[src/rtl/display_scan_scheduler.sv]
// Two-digit time-slot scan scheduler with per-slot blanking and value freeze.
// Optional PWM dimming of the lit digit when DISPLAY_DIM_EN is defined.
module display_scan_scheduler #(
  parameter int SLOT_CYCLES  = 48000,
  parameter int BLANK_CYCLES = 480
) (
  input  logic       clk,
  input  logic       reset,
  input  logic [3:0] s1,
  input  logic [3:0] s2,
  input  logic       en1,
  input  logic       en2,
`ifdef DISPLAY_DIM_EN
  input  logic [3:0] brightness,
`endif
  output logic [3:0] seg_val,
  output logic       sel,
  output logic       an1,
  output logic       an2,
  output logic       slot_tick
);

  localparam int CW = (SLOT_CYCLES > 1) ? $clog2(SLOT_CYCLES) : 1;
  localparam logic [CW-1:0] SLOT_LAST  = CW'(SLOT_CYCLES - 1);
  localparam logic [CW-1:0] BLANK_LAST = CW'(BLANK_CYCLES - 1);

  typedef enum logic [1:0] {
    BLANK1,
    SHOW1,
    BLANK2,
    SHOW2
  } state_e;

  state_e        state_q, state_d;
  logic [CW-1:0] cnt_q, cnt_d;
  logic [3:0]    seg_q, seg_d;
  logic          sel_q, sel_d;
  logic          an1_q, an1_d;
  logic          an2_q, an2_d;
  logic          tick_q, tick_d;
  logic          lit;

`ifdef DISPLAY_DIM_EN
  logic [3:0]    pwm_q, pwm_d;
`endif

  always_comb begin
    state_d = state_q;
    cnt_d   = (cnt_q == SLOT_LAST) ? '0 : cnt_q + CW'(1);
    seg_d   = seg_q;
    sel_d   = (state_q == BLANK2) || (state_q == SHOW2);
    tick_d  = (cnt_q == '0);
    an1_d   = 1'b1;
    an2_d   = 1'b1;
`ifdef DISPLAY_DIM_EN
    lit     = (pwm_q <= brightness);
`else
    lit     = 1'b1;
`endif
    unique case (state_q)
      BLANK1: begin
        seg_d = s1;
        if (cnt_q == BLANK_LAST) state_d = SHOW1;
      end
      SHOW1: begin
        an1_d = ~(en1 & lit);
        if (cnt_q == SLOT_LAST) state_d = BLANK2;
      end
      BLANK2: begin
        seg_d = s2;
        if (cnt_q == BLANK_LAST) state_d = SHOW2;
      end
      SHOW2: begin
        an2_d = ~(en2 & lit);
        if (cnt_q == SLOT_LAST) state_d = BLANK1;
      end
      default: state_d = BLANK1;
    endcase
  end

`ifdef DISPLAY_DIM_EN
  // PWM phase restarts at the first show cycle of every slot
  always_comb begin
    pwm_d = pwm_q;
    if ((state_q == BLANK1) || (state_q == BLANK2)) begin
      if ((state_d == SHOW1) || (state_d == SHOW2)) pwm_d = '0;
    end else begin
      pwm_d = pwm_q + 4'd1;
    end
  end

  always_ff @(posedge clk or negedge reset) begin
    if (!reset) pwm_q <= '0;
    else        pwm_q <= pwm_d;
  end
`endif

  always_ff @(posedge clk or negedge reset) begin
    if (!reset) begin
      state_q <= BLANK1;
      cnt_q   <= '0;
      seg_q   <= '0;
      sel_q   <= 1'b0;
      an1_q   <= 1'b1;
      an2_q   <= 1'b1;
      tick_q  <= 1'b0;
    end else begin
      state_q <= state_d;
      cnt_q   <= cnt_d;
      seg_q   <= seg_d;
      sel_q   <= sel_d;
      an1_q   <= an1_d;
      an2_q   <= an2_d;
      tick_q  <= tick_d;
    end
  end

  assign seg_val   = seg_q;
  assign sel       = sel_q;
  assign an1       = an1_q;
  assign an2       = an2_q;
  assign slot_tick = tick_q;

endmodule

[config.mk]
export PLATFORM = sky130hd
export DESIGN_NAME = display_scan_scheduler
export DESIGN_NICKNAME = d
export VERILOG_FILES = /design/src/rtl/display_scan_scheduler.sv
export SDC_FILE = /design/constraint.sdc
export NUM_CORES = 1
export LEC_CHECK = 0
export ABC_AREA = 1
export ABC_CLOCK_PERIOD_IN_PS = 2060
export BUFFER_PORTS_ARGS = -buffer_cell sky130_fd_sc_hd__buf_2
export CAP_MARGIN = 10
export CORE_ASPECT_RATIO = 1.25
export CORE_MARGIN = 10
export CORE_UTILIZATION = 58
export CTS_BUF_LIST = sky130_fd_sc_hd__clkbuf_8
export DETAILED_ROUTE_END_ITERATION = 10
export HOLD_SLACK_MARGIN = 0.12
export PLACE_DENSITY = 0.81
export SLEW_MARGIN = 10
export SYNTH_ARGS = -nofsm -noshare
export SYNTH_HDL_FRONTEND = slang
export SYNTH_SLANG_ARGS = --single-unit
[constraint.sdc]
create_clock -name clk -period 2.06 [get_ports clk]
set_clock_uncertainty 0.2 [all_clocks]
set_input_delay 0.309 -clock clk [delete_from_list [all_inputs] [get_ports clk]]
set_output_delay 0.309 -clock clk [all_outputs]
set_load 0.01 [all_outputs]
# Yosys cells after proc, flatten, opt, wreduce, memory -nomap -nowiden
# Index checks and enable logic that the tools add are counted.
# totals
register_bits,26
in_bits,12
out_inout_bits,8
elab_cells,33
# op_classes
addsub,1
n_eq_ne,9
n_mux,9
bitwise_logic,2
n_reduce_logical,5
# op_table
cell,n
"adder 16 x 1 -> 16 bit, second input constant",1
"equality test 16 bit, second input constant",1
"equality test 16 x 9 -> 1 bit, second input constant",1
zero test 16 bit,1
2-to-1 mux 16 bit,1
2-to-1 mux 2 bit,4
one-hot mux 2 bit (4 select lines),1
one-hot mux 4 bit (2 select lines),1
"equality test 2 bit, second input constant",2
"inequality test 2 x 1 -> 1 bit, second input constant",2
"inequality test 2 bit, second input constant",2
AND reduction 4 bit,1
"equality test 2 x 1 -> 1 bit, second input constant",1
zero test 2 bit,1
2-to-1 mux 1 bit,2
inverter 1 bit,2
nonzero test 2 bit,1
logical OR 1 bit,1

# Longest topological paths before layout
# depth
word_depth,3
ltp_mapped,9
ltp_nobuf,9

# Worst setup path before layout
# OpenSTA, ideal clock, no wires.
# synth_timing
kind,register to register
startpoint,register state_q[0]
endpoint,register state_q[0]
setup_time_ns,0.117
arrival_time_ns,1.217
setup_slack_ns,0.527
path_stages_with_launch,9
n_path_buf,0
period_less_slack_ns,1.533
path_cell_list,dfrtp_1 -> inv_1 -> ha_1 -> nor2_1 -> inv_1 -> nand2_1 -> nand2_1 -> nand2_1 -> nand2_1
# synth_between
elab_chain_cells,3
word_cells_on_any_way,10
classes_between,eq/ne: 7; mux: 1; reduce/logical: 2
# synth_lines
item,line_no,text
"start, declared",34,"state_e state_q, state_d;"
"start signal, assigned",108,state_q <= state_d;
"equality test 2 x 1 -> 1 bit, or another cell as far along",60,unique case (state_q)
inequality test 2 bit (no source line) / inequality test 2 x 1 -> 1 bit (equally long branches),-,
AND reduction 4 bit (no source line),-,
# Several ways; a longest one is shown, not always the timed one.
# A chain may end at the register's enable or synchronous reset.

# Worst setup path in the final report
# layout_timing
startpoint,register state_q[0]
endpoint,register seg_q[1] (netlist: seg_val[1])
# layout_between
elab_chain_cells,2
word_cells_on_any_way,4
classes_between,eq/ne: 1; mux: 1; reduce/logical: 2
# layout_lines
item,line_no,text
equality test 2 bit / zero test 2 bit (equally long branches),60,
one-hot mux 4 bit (2 select lines) / nonzero test 2 bit (equally long branches),-,
"end signal, assigned",110,seg_q <= seg_d;
"end, declared",36,"logic [3:0] seg_q, seg_d;"
# Several ways; a longest one is shown, not always the timed one.

==> key figures <==
Global route
  – GRT Util Overall: 0.151
  – Grt ovf: 0
  – Largest net degree at the start of global routing: 27
  – First-pass GRT wire length: 5910 µm
  – Vias in the first global route: 1338
  – Initial antenna violation count: 0

Routing
  – Detail Route Antenna Nets: 0
  – Drt pass-1 iters: 5
  – Drt drc: 0
  – Iter 0 DRT Violations: 67
  – Vias post-DR: 1308
  – WL final: 3380 µm
  – WL/cell: 13.3 µm
  – Via density: 5.17

Pwr
  – PD cells: 487 nW/µm²
  – VDD IR max: 0.510 mV
  – Leakage: 0.883 nW
  – Power consumption: 849 µW

Timing
  – Tcrit/Tclk final: 0.944
  – Slew at the pin with the worst max-slew slack: 0.567 ns
  – RSZ-0062 raised after global routing: no
  – Fin crit period: 1.95 ns
  – Setup violators final: 0
  – Max Transition Viols Final: 0
  – Slew Limit Headroom: 0.622
  – Max frequency: 0.514 GHz
  – Setup TNS: 0 ns
  – Final Hold Viols: 0
  – Worst hold slack: 0.313 ns

Layout
  – Nets: 240
  – ANT cells: 0
  – FF/Latch Area: 653 µm²
  – Area of the multi-input gates: 684 µm²
  – Layout filler cell count: 196
  – Area grow syn2layout: 22.0%
  – Design Area, Final: 1740 µm²
  – Share of layout cells above drive strength 1: 0.186
  – Finished Core Util: 0.725

Clock network
  – CTS buffer count: 3
  – CTS tree: built
  – CTS H-tree lvls: 1
  – Root Buffer Master: clkbuf_8
  – CTS clk-pin slew, worst paths: 0.09 ns
  – CTS Sinks: 26
  – Clock latency at the later pin of the worst-skew pair: 0.27 ns
  – Clock Path Buffers: 2

Critical path
  – Worst path slowest cell: dlygate4sd3_1
  – Reg-to-reg setup timing slack: 0.11 ns
  – Startpoint types: register
  – Worst Path Arrival: 1.91 ns
  – Critical path type: register to register
  – Crit-path max FO: 8
  – CP required: 2.02 ns
  – Endpoint class of the critical path: register
  – Cell Chain, Critical Path: inv_1 > ha_4 > inv_1 > nand3_1 > nand3_1 > dlygate4sd3_1
  – Critical path's largest stage delay: 0.56 ns

Synthesis
  – Synth Flop Type: dfrtp_1
  – Async S/R FF share, synth: 1.00
  – Yosys top cell by area: dfrtp_1
  – Cell Area, Synth: 1430 µm²
  – Syn Area/Cell: 7.68 µm²
  – Post-Syn Instances: 186
  – Ys Warns: 0
  – Post-synth EDFFs: 0
  – Count leader, synth: nand2_1
  – Top post-synthesis cells by area: dfrtp_1 (42%), nand2_1 (11%), nor2_1 (7.9%)
  – Register area share after synthesis: 0.457
  – Synthesized flop and latch total: 26
  – Top-area cell type share of the netlist area: 0.421
  – Synth cell types: 22
  – Mapped Nets: 205
  – Top post-synthesis cells by count: nand2_1 (43), nor2_1 (30), inv_1 (28)

Worst hold path
  – Worst min-delay path category: register to register

Placement
  – DP Area: 1560 µm²
  – RD Place Congestion: 0.936
  – Post-DP HPWL: 2400 µm
  – Port-buffer cells: 19

Floorplanning
  – Starting Density: 0.594
  – IO Pins: 20
  – Core ar.: 2400 µm²
  – Cell row count: 20
  – Die Wd: 64.4 µm
  – Total die area: 4860 µm²
  – Die height: 75.5 µm

Job
  – Max Cap Viol: 0

Run status
  – Status: finished, final reports clean
==> through the flow <==
| step | worst slack [ns] | std cells |
|---|---|---|
| 2_1_floorplan | 0.527 | 186 |
| 3_3_place_gp | 0.438 | 238 |
| 3_5_place_dp | 0.333 | 238 |
| 4_1_cts | 0.0345 | 253 |
| 5_1_grt | 0.0242 | 253 |
| 6_report | 0.115 | 253 |
==> worst paths after layout <==
kind                            start    endpoint  depth (start not counted)
max                        state_q[0]  seg_val[1]                          6
min                          cnt_q[0]    cnt_q[0]                          1
max reg2reg                state_q[0]  seg_val[1]                          6
min reg2reg                  cnt_q[0]    cnt_q[0]                          1
max in group asynchronous       reset         an2                          2
min in group asynchronous       reset   cnt_q[15]                          2
==> layout by cell type, fill, tap and decap left out, types with 2 or more instances in the layout <==
cell and n:
a21oi_1 5, buf_2 19, clkbuf_8 3, dfrtp_1 24
dfstp_2 2, dlygate4sd3_1 11, ha_1 5, inv_1 29
inv_2 2, nand2_1 43, nand2_2 3, nand3_1 14
nand3_2 2, nand4_1 3, nor2_1 29, nor2_2 3
nor2_4 2, nor3_1 5, o21ai_0 2, o21ai_1 3
or2_2 3, xor2_1 3
==> critical path, delay by kind of cell (launching register included) <==
family / cells / cell delay (ns)
adders and majority gates: 1 / 0.22
DFF: 1 / 0.42
buffers and inverters: 3 / 0.83
and+or+nand+nor: 2 / 0.17
==> routing by layer <==
| layer | part of all wire | track usage | up-vias |
|---|---|---|---|
| li1 | - | - | 646 |
| met5 | 0 | 0 | - |
| met1 | 0.40 | 0.158 | 619 |
| met3 | 0.060 | 0.0471 | 6 |
| met2 | 0.53 | 0.277 | 37 |
| met4 | 0.017 | 0.0595 | 0 |
==> timing repair <==
action	CTS	global route
endpoints found under the setup margin	0	4
endpoints found under the hold margin	30	0
buffers inserted	0	0
hold buffers	11	0
resized for setup	0	5
==> cells by family (layout without fill, tap and decap cells) <==
family          after synthesis  in the layout  synth area share
compound gates               10             10            0.0351
xor+xnor                      4              4            0.0245
fa+ha+maj                     7              7            0.0613
buf+inv                      30             64            0.0789
flops                        26             26             0.457
simple gates                109            109             0.343
==> area by class of cell <==
| type | count | area share |
|---|---|---|
| Multi-Input combinational cell | 130 | 0.393 |
| Sequential cell | 26 | 0.375 |
| Timing Repair Buffer | 30 | 0.118 |
| Inverter | 30 | 0.0647 |
| Clock buffer | 3 | 0.0237 |
| Tap cell | 33 | 0.0237 |
| Clock inverter | 1 | 0.00216 |
==> sequential cells by signal, indices dropped and copies added, names as in the netlist <==
name	flops
an2	1
seg_val	4
slot_tick	1
cnt_q	16
an1	1
state_q	2
sel	1
==> report_power, final <==
group | total [mW] | switching, mW | leakage [nW] | internal [mW]
Combinational | 0.0488 | 0.0226 | 0.524 | 0.0262
Sequential | 0.516 | 0.00237 | 0.333 | 0.514
Clock | 0.284 | 0.150 | 0.0269 | 0.133
Total | 0.849 | 0.175 | 0.883 | 0.673
(Power assumes the default switching activity.)
